## src/rtl/sdram_arb_pkg.sv

```systemverilog
// sdram_arb_pkg
// Shared definitions for the 68k/SPI SDRAM arbiter:
//   arb_state_t  - arbiter FSM states
//   BE_*         - byte-enable encodings {upper, lower}
package sdram_arb_pkg;

  typedef enum logic [1:0] {
    IDLE    = 2'd0,
    CPU_ACC = 2'd1,
    SPI_ACC = 2'd2,
    CPU_END = 2'd3
  } arb_state_t;

  localparam logic [1:0] BE_WORD  = 2'b11;
  localparam logic [1:0] BE_UPPER = 2'b10;
  localparam logic [1:0] BE_LOWER = 2'b01;

endpackage

```

## src/rtl/spi_req_latch.sv

```systemverilog
// spi_req_latch
// Holds one SPI word request from the ESP32 loader until the arbiter has
// served it.
// Ports:
//   clk, rst_n              clock, synchronous active-low reset
//   spi_req/we/addr/din/be  one-cycle request from the SPI side
//   take                    arbiter grants the request this cycle
//   done                    memory access for the request completes
//   pend                    request waiting for a grant (not yet taken)
//   req_we/addr/din/be      request fields to forward to the memory port
//   busy                    request held (pending or in service)
module spi_req_latch #(
  parameter int ADDR_BITS = 23
) (
  input  logic                 clk,
  input  logic                 rst_n,
  input  logic                 spi_req,
  input  logic                 spi_we,
  input  logic [ADDR_BITS-1:0] spi_addr,
  input  logic [15:0]          spi_din,
  input  logic [1:0]           spi_be,
  input  logic                 take,
  input  logic                 done,
  output logic                 pend,
  output logic                 req_we,
  output logic [ADDR_BITS-1:0] req_addr,
  output logic [15:0]          req_din,
  output logic [1:0]           req_be,
  output logic                 busy
);

  logic                 valid;
  logic                 in_svc;
  logic                 we_q;
  logic [ADDR_BITS-1:0] addr_q;
  logic [15:0]          din_q;
  logic [1:0]           be_q;
  logic                 accept;

  // A request arriving while nothing is held is visible to the arbiter in
  // the same cycle, so a requester reacting to spi_ack gets back-to-back
  // service instead of losing the slot to a waiting CPU cycle.
  assign accept   = spi_req & ~valid;
  assign pend     = (valid & ~in_svc) | accept;
  assign busy     = valid;
  assign req_we   = valid ? we_q   : spi_we;
  assign req_addr = valid ? addr_q : spi_addr;
  assign req_din  = valid ? din_q  : spi_din;
  assign req_be   = valid ? be_q   : spi_be;

  always_ff @(posedge clk) begin
    if (!rst_n) begin
      valid  <= 1'b0;
      in_svc <= 1'b0;
      we_q   <= 1'b0;
      addr_q <= '0;
      din_q  <= '0;
      be_q   <= '0;
    end else if (done) begin
      valid  <= 1'b0;
      in_svc <= 1'b0;
    end else begin
      if (accept) begin
        valid  <= 1'b1;
        we_q   <= spi_we;
        addr_q <= spi_addr;
        din_q  <= spi_din;
        be_q   <= spi_be;
      end
      if (take) in_svc <= 1'b1;
    end
  end

endmodule

```

## src/rtl/sdram_arbiter_68k.sv

```systemverilog
// sdram_arbiter_68k
// Shares the single SDRAM controller port between the fx68k bus and the
// ESP32 SPI loader/OSD port, and generates DTACKn for the CPU (clk_cpu).
// Ports:
//   clk, rst_n          clk_cpu, synchronous active-low reset
//   cpu_*               68000 bus: strobes, address, data, DTACKn, BERRn
//   cpu_hold            loader holds the bus; CPU cycles wait-state
//   spi_*               SPI word port: one-cycle request, ack pulse, busy
//   mem_*               SDRAM controller port: req held until mem_ack
// Optional build macro SDRAM_ARB_TIMEOUT_EN: memory-ack watchdog that aborts
// an access after TIMEOUT_CYCLES (BERRn for the CPU, FFFF data for SPI).
module sdram_arbiter_68k #(
  parameter int ADDR_BITS      = 23,
  parameter int SPI_STARVE     = 4,
  parameter int TIMEOUT_CYCLES = 255
) (
  input  logic                 clk,
  input  logic                 rst_n,
  input  logic                 cpu_as_n,
  input  logic                 cpu_rw,
  input  logic                 cpu_uds_n,
  input  logic                 cpu_lds_n,
  input  logic [ADDR_BITS-1:0] cpu_a,
  input  logic [15:0]          cpu_dout,
  output logic [15:0]          cpu_din,
  output logic                 cpu_dtack_n,
  output logic                 cpu_berr_n,
  input  logic                 cpu_hold,
  input  logic                 spi_req,
  input  logic                 spi_we,
  input  logic [ADDR_BITS-1:0] spi_addr,
  input  logic [15:0]          spi_din,
  input  logic [1:0]           spi_be,
  output logic [15:0]          spi_dout,
  output logic                 spi_ack,
  output logic                 spi_busy,
  output logic                 mem_req,
  output logic                 mem_we,
  output logic [ADDR_BITS-1:0] mem_addr,
  output logic [15:0]          mem_din,
  output logic [1:0]           mem_be,
  input  logic [15:0]          mem_dout,
  input  logic                 mem_ack
);
  import sdram_arb_pkg::*;

  localparam int              SW         = $clog2(SPI_STARVE + 1);
  localparam logic [SW-1:0]   STARVE_MAX = SW'(SPI_STARVE);

  arb_state_t           state;
  logic                 cpu_served;
  logic [SW-1:0]        starve_cnt;
  logic                 cpu_pend;
  logic                 spi_pend;
  logic                 grant_spi;
  logic                 grant_cpu;
  logic                 spi_done;
  logic                 tmo_hit;
  logic                 sq_we;
  logic [ADDR_BITS-1:0] sq_addr;
  logic [15:0]          sq_din;
  logic [1:0]           sq_be;

  // cpu_served stops a strobe held for many cycles from being served twice.
  assign cpu_pend  = ~cpu_as_n & ~(cpu_uds_n & cpu_lds_n) & ~cpu_served & ~cpu_hold;
  assign grant_spi = (state == IDLE) && spi_pend && (!cpu_pend || starve_cnt < STARVE_MAX);
  assign grant_cpu = (state == IDLE) && !grant_spi && cpu_pend;
  assign spi_done  = (state == SPI_ACC) && (mem_ack || tmo_hit);

  spi_req_latch #(.ADDR_BITS(ADDR_BITS)) u_spi_latch (
    .clk      (clk),
    .rst_n    (rst_n),
    .spi_req  (spi_req),
    .spi_we   (spi_we),
    .spi_addr (spi_addr),
    .spi_din  (spi_din),
    .spi_be   (spi_be),
    .take     (grant_spi),
    .done     (spi_done),
    .pend     (spi_pend),
    .req_we   (sq_we),
    .req_addr (sq_addr),
    .req_din  (sq_din),
    .req_be   (sq_be),
    .busy     (spi_busy)
  );

  always_ff @(posedge clk) begin
    if (!rst_n) begin
      state       <= IDLE;
      cpu_served  <= 1'b0;
      starve_cnt  <= '0;
      mem_req     <= 1'b0;
      mem_we      <= 1'b0;
      mem_addr    <= '0;
      mem_din     <= '0;
      mem_be      <= '0;
      cpu_din     <= '0;
      cpu_dtack_n <= 1'b1;
      spi_ack     <= 1'b0;
      spi_dout    <= '0;
    end else begin
      spi_ack <= 1'b0;
      if (cpu_as_n) cpu_served <= 1'b0;
      case (state)
        IDLE: begin
          // mem_* are registered at grant and frozen until the ack, so the
          // controller never sees live CPU or SPI bus values.
          if (grant_spi) begin
            mem_req  <= 1'b1;
            mem_we   <= sq_we;
            mem_addr <= sq_addr;
            mem_din  <= sq_din;
            mem_be   <= sq_be;
            state    <= SPI_ACC;
          end else if (grant_cpu) begin
            mem_req  <= 1'b1;
            mem_we   <= ~cpu_rw;
            mem_addr <= cpu_a;
            mem_din  <= cpu_dout;
            mem_be   <= ~{cpu_uds_n, cpu_lds_n};
            state    <= CPU_ACC;
          end
        end
        CPU_ACC: begin
          if (mem_ack) begin
            mem_req     <= 1'b0;
            cpu_din     <= mem_dout;
            cpu_dtack_n <= 1'b0;
            starve_cnt  <= '0;
            cpu_served  <= 1'b1;
            state       <= CPU_END;
          end else if (tmo_hit) begin
            mem_req    <= 1'b0;
            cpu_served <= 1'b1;
            state      <= CPU_END;
          end
        end
        SPI_ACC: begin
          if (spi_done) begin
            mem_req  <= 1'b0;
            spi_ack  <= 1'b1;
            spi_dout <= mem_ack ? mem_dout : 16'hFFFF;
            // Count SPI grants taken while the CPU waited; saturate so the
            // CPU wins the next contested decision.
            if (cpu_pend)
              starve_cnt <= (starve_cnt == STARVE_MAX) ? starve_cnt : starve_cnt + 1'b1;
            else
              starve_cnt <= '0;
            state <= IDLE;
          end
        end
        CPU_END: begin
          if (cpu_as_n) begin
            cpu_dtack_n <= 1'b1;
            state       <= IDLE;
          end
        end
        default: state <= IDLE;
      endcase
    end
  end

`ifdef SDRAM_ARB_TIMEOUT_EN
  localparam int TW = $clog2(TIMEOUT_CYCLES + 1);

  logic [TW-1:0] tmo_cnt;

  // Counter restarts in every non-access state, so each grant gets a fresh
  // window of TIMEOUT_CYCLES cycles.
  assign tmo_hit = (state == CPU_ACC || state == SPI_ACC) && !mem_ack &&
                   (tmo_cnt == TW'(TIMEOUT_CYCLES - 1));

  always_ff @(posedge clk) begin
    if (!rst_n || !(state == CPU_ACC || state == SPI_ACC))
      tmo_cnt <= '0;
    else
      tmo_cnt <= tmo_cnt + 1'b1;
  end

  always_ff @(posedge clk) begin
    if (!rst_n)
      cpu_berr_n <= 1'b1;
    else if (state == CPU_ACC && tmo_hit)
      cpu_berr_n <= 1'b0;
    else if (state == CPU_END && cpu_as_n)
      cpu_berr_n <= 1'b1;
  end
`else
  logic unused_tmo_cfg;

  assign tmo_hit        = 1'b0;
  assign cpu_berr_n     = 1'b1;
  // Watchdog limit has no function without the watchdog.
  assign unused_tmo_cfg = |TIMEOUT_CYCLES;
`endif

endmodule

```

## config.mk

```make
export PLATFORM = sky130hd
export DESIGN_NAME = sdram_arbiter_68k
export DESIGN_NICKNAME = d
export VERILOG_FILES = /design/src/rtl/sdram_arb_pkg.sv /design/src/rtl/spi_req_latch.sv /design/src/rtl/sdram_arbiter_68k.sv
export SDC_FILE = /design/constraint.sdc
export NUM_CORES = 1
export LEC_CHECK = 0
export CORE_UTILIZATION = 50
export CTS_BUF_LIST = sky130_fd_sc_hd__clkbuf_8
export CTS_CLUSTER_DIAMETER = 60
export CTS_CLUSTER_SIZE = 25
export DETAILED_ROUTE_END_ITERATION = 12
export GPL_ROUTABILITY_DRIVEN = 1
export PLACE_DENSITY = 0.88
export RECOVER_POWER = 100
export SYNTH_ARGS = -nofsm -noshare
export SYNTH_HDL_FRONTEND = slang
export SYNTH_SLANG_ARGS = --single-unit
```

## constraint.sdc

```tcl
create_clock -name clk -period 5.57 [get_ports clk]
set_input_delay 0.8355 -clock clk [delete_from_list [all_inputs] [get_ports clk]]
set_output_delay 0.8355 -clock clk [all_outputs]
set_load 0.01 [all_outputs]
```

==> impl_metrics.env <==
export IMPL_cp_max_fo=46
export IMPL_timing_critical_path_to_type="register"
export IMPL_fillCellCount=729
export IMPL_cp_start_kind="register"
export IMPL_period_share_pct=74.7
export IMPL_antenna_found_initial=0
export IMPL_effective_utilization_at_floorplan_pct=51.3
export IMPL_finalSetupViolCount=0
export IMPL_tritoncts="built"
export IMPL_setup_total_negative_slack_ns=0
export IMPL_achievable_frequency_mhz=240
export IMPL_grt_start_max_net_pins=67
export IMPL_tightest_slew_ns=2.11
export IMPL_routedWlPerCell_microns=16.2
export IMPL_buffering_stage_count_on_the_worst_path_with_inverters_included=1
export IMPL_gp_congestion=0.863
export IMPL_vdd_ir_drop_worst_mv=0.213
export IMPL_worst_ep_arrival_time_ns=4.50
export IMPL_cts_root_buf="clkbuf_8"
export IMPL_fp_coreArea_sq_um=10200
export IMPL_grt_overflow=0
export IMPL_grt_util_all_layers_pct=26.1
export IMPL_final_seq_area_sq_um=2540
export IMPL_die_width_microns=104
export IMPL_synth_edff_count=0
export IMPL_timing_setup_critical_path_class="register to register"
export IMPL_area_delta_synth_final_pct=43.5
export IMPL_power_static_leakage_nw=3.00
export IMPL_rows=37
export IMPL_clock_insertion_delay_worst_skew_ns=0.43
export IMPL_synth_cells=546
export IMPL_timing_hold_worst_class="register to register"
export IMPL_final_cell_count_no_fill=860
export IMPL_grt_pass1_vias=4663
export IMPL_cts_made_buffers=17
export IMPL_io_pin_count=185
export IMPL_ys_warnings_count=0
export IMPL_cp_slowest_stage_delay_ns=1.74
export IMPL_synthDistinctLibCells=34
export IMPL_layout_min_cycle_time_ns=4.16
export IMPL_final_antenna_net_count=0
export IMPL_pwr_density_cell_nw_per_um2=404
export IMPL_area_occupied_by_multi_input_gates_sq_um=2530
export IMPL_cap_viol_max_count=2
export IMPL_first_pass_iters=4
export IMPL_num_antenna_cells=0
export IMPL_slowest_stage="dfxtp_1"
export IMPL_post_dp_hpwl_microns=9700
export IMPL_cts_max_path_buffers=2
export IMPL_via_count=4684
export IMPL_synth_seq_cells=127
export IMPL_run_status="finished, violations left"
export IMPL_synth_cell_area_sq_um=5250
export IMPL_cts_max_level=4
export IMPL_synth_seq_area_share_pct=48.5
export IMPL_clk_transition_reported_paths_ns=0.08
export IMPL_finalHoldViolCount=0
export IMPL_violations="max-capacitance violations, max-slew violations"
export IMPL_path_cells="nor2b_1 > o221a_2 > clkbuf_2 > mux2_2 > o2bb2ai_1"
export IMPL_grt_setup_unrepaired="no"
export IMPL_tritoncts_num_sinks=127
export IMPL_drcViolationCount=0
export IMPL_synth_flop_cell="dfxtp_1"
export IMPL_global_route_wire_length_before_repair_microns=22600
export IMPL_cp_top_family="flip-flops"
export IMPL_worst_clock_skew_ns=0.0144
export IMPL_average_vias_per_placed_instance=5.45
export IMPL_holdBufCountCts=0
export IMPL_post_cts_resized_instances=0
export IMPL_count_of_buffers_added_by_post_cts_timing_repair_for_setup=0
export IMPL_max_slew_headroom_pct=-40.8
export IMPL_placedCellCount=829
export IMPL_synth_net_count=659
export IMPL_initialDrtViolationCount=195
export IMPL_synthArstFlopShare_pct=0
export IMPL_crit_required_ns=5.91
export IMPL_overall_power_of_the_completed_layout_mw=3.04
export IMPL_die_area_sq_um=10900
export IMPL_die_height_microns=104
export IMPL_synth_avg_cell_area_sq_um=9.61
export IMPL_nNetsFinal=825
export IMPL_port_buffer_count=183
export IMPL_final_count_of_pins_violating_max_slew=114
export IMPL_drt_wl_total_microns=14000
export IMPL_post_route_cells_drive_above_1_share_pct=10.9
## area by class of cell
class,instances,share of cell area (%)
well taps,136,2.26
repair buffers,187,24.7
inverters,7,0.349
clock inverters,14,2.26
flip-flops and latches,127,33.8
multi-input cells,372,33.6
clock buffers,17,3.11
## power breakdown
part	internal [mW]	total, mW	switching, mW	leakage, nW
sequential	1.10	1.22	0.125	1.04
clock	0.440	0.816	0.376	0.193
combinational	0.521	1.00	0.483	1.77
total	2.06	3.04	0.983	3.00
## placed cells by master, fill, tap and decap left out, types with 2 or more instances in the layout
master / netlist / final
o21ai_0: 4 / 4
a21oi_1: 65 / 64
or3_1: 2 / 2
a2111oi_0: 2 / 2
o2bb2ai_1: 42 / 42
a22o_1: 16 / 16
buf_4: 1 / 3
clkinv_4: 0 / 2
ha_1: 7 / 7
nand2b_1: 2 / 2
dfxtp_1: 127 / 127
inv_1: 7 / 9
nand2_1: 122 / 122
bufinv_16: 0 / 3
clkinvlp_4: 0 / 5
and2_1: 2 / 2
mux2_2: 42 / 42
nor2b_1: 3 / 3
dlygate4sd3_1: 0 / 80
clkdlybuf4s50_1: 0 / 103
o21a_1: 2 / 2
mux2i_1: 43 / 43
clkbuf_8: 0 / 17
nor2_1: 5 / 5
inv_6: 0 / 2
## final timing paths
kind               startpoint          end  slack (ns)  cells past startpoint
min               cpu_din[12]  cpu_din[12]        0.46                      2
min reg2reg       cpu_din[12]  cpu_din[12]        0.46                      2
max reg2reg  u_spi_latch.busy    mem_be[0]        1.41                      5
max          u_spi_latch.busy    mem_be[0]        1.41                      5
## synth_stat cells, types with 2 or more instances
cell / count / area [sq um]
a2111oi_0: 2 / 17.5
a21oi_1: 65 / 325
a22o_1: 16 / 140
and2_1: 2 / 12.5
buf_1: 3 / 11.3
buf_2: 10 / 50.1
clkbuf_1: 26 / 97.6
dfxtp_1: 127 / 2540
ha_1: 7 / 87.6
inv_1: 7 / 26.3
mux2_2: 42 / 473
mux2i_1: 43 / 430
nand2_1: 122 / 458
nand2b_1: 2 / 12.5
nor2_1: 5 / 18.8
nor2b_1: 3 / 18.8
o21a_1: 2 / 15.0
o21ai_0: 4 / 20.0
o2bb2ai_1: 42 / 368
or3_1: 2 / 12.5
## logic make-up (layout without fill, tap and decap cells)
| family | after synthesis | in the layout | share of synthesized area [%] |
|---|---|---|---|
| other | 1 | 1 | 0.0715 |
| XOR/XNOR | 1 | 1 | 0.167 |
| AND/OR/NAND/NOR | 140 | 140 | 10.6 |
| flip-flops | 127 | 127 | 48.5 |
| adder cells (fa/ha/maj) | 7 | 7 | 1.67 |
| buffers and inverters | 47 | 225 | 3.67 |
| multiplexers | 85 | 85 | 17.2 |
| AO/OA/AOI/OAI | 138 | 138 | 18.1 |
## per-stage QoR
stage	worst slack, ns	hold WS (ns)	util, %	area [sq um]
2_1_floorplan	3.26	0.433	-	5250
3_3_place_gp	2.19	0.438	69.7	7130
3_5_place_dp	2.08	0.448	69.7	7130
4_1_cts	2.39	0.458	73.6	7530
5_1_grt	1.11	0.473	73.6	7530
6_report	1.41	0.456	73.6	7530
## tightest hold or removal path, delay by kind of cell, from the launching register on
| family | cells | cell delay (ns) |
|---|---|---|
| DFF | 1 | 0.31 |
| and+or+nand+nor | 1 | 0.05 |
| AOI/OAI and AO/OA | 1 | 0.05 |
## sequential cells by signal, indices dropped and copies added (netlist names)
name                count
u_spi_latch.we_q        1
u_spi_latch.be_q        2
cpu_dtack_n             1
cpu_din                16
u_spi_latch.busy        1
cpu_served              1
spi_ack                 1
mem_addr               23
mem_din                16
starve_cnt              3
state                   2
u_spi_latch.din_q      16
u_spi_latch.addr_q     23
spi_dout               16
mem_req                 1
u_spi_latch.in_svc      1
mem_be                  2
mem_we                  1
## per-layer routing
| metal | wire length [microns] | part of all wire (%) | GRT usage (%) | vias up |
|---|---|---|---|---|
| met5 | 0 | 0 | 0 | - |
| met3 | 1010 | 7.2 | 7.89 | 21 |
| li1 | - | - | - | 2259 |
| met4 | 214 | 1.5 | 8.98 | 0 |
| met2 | 6740 | 48 | 44.9 | 191 |
| met1 | 5990 | 43 | 30.6 | 2213 |
No activity file was read; power rests on OpenSTA's default activity.
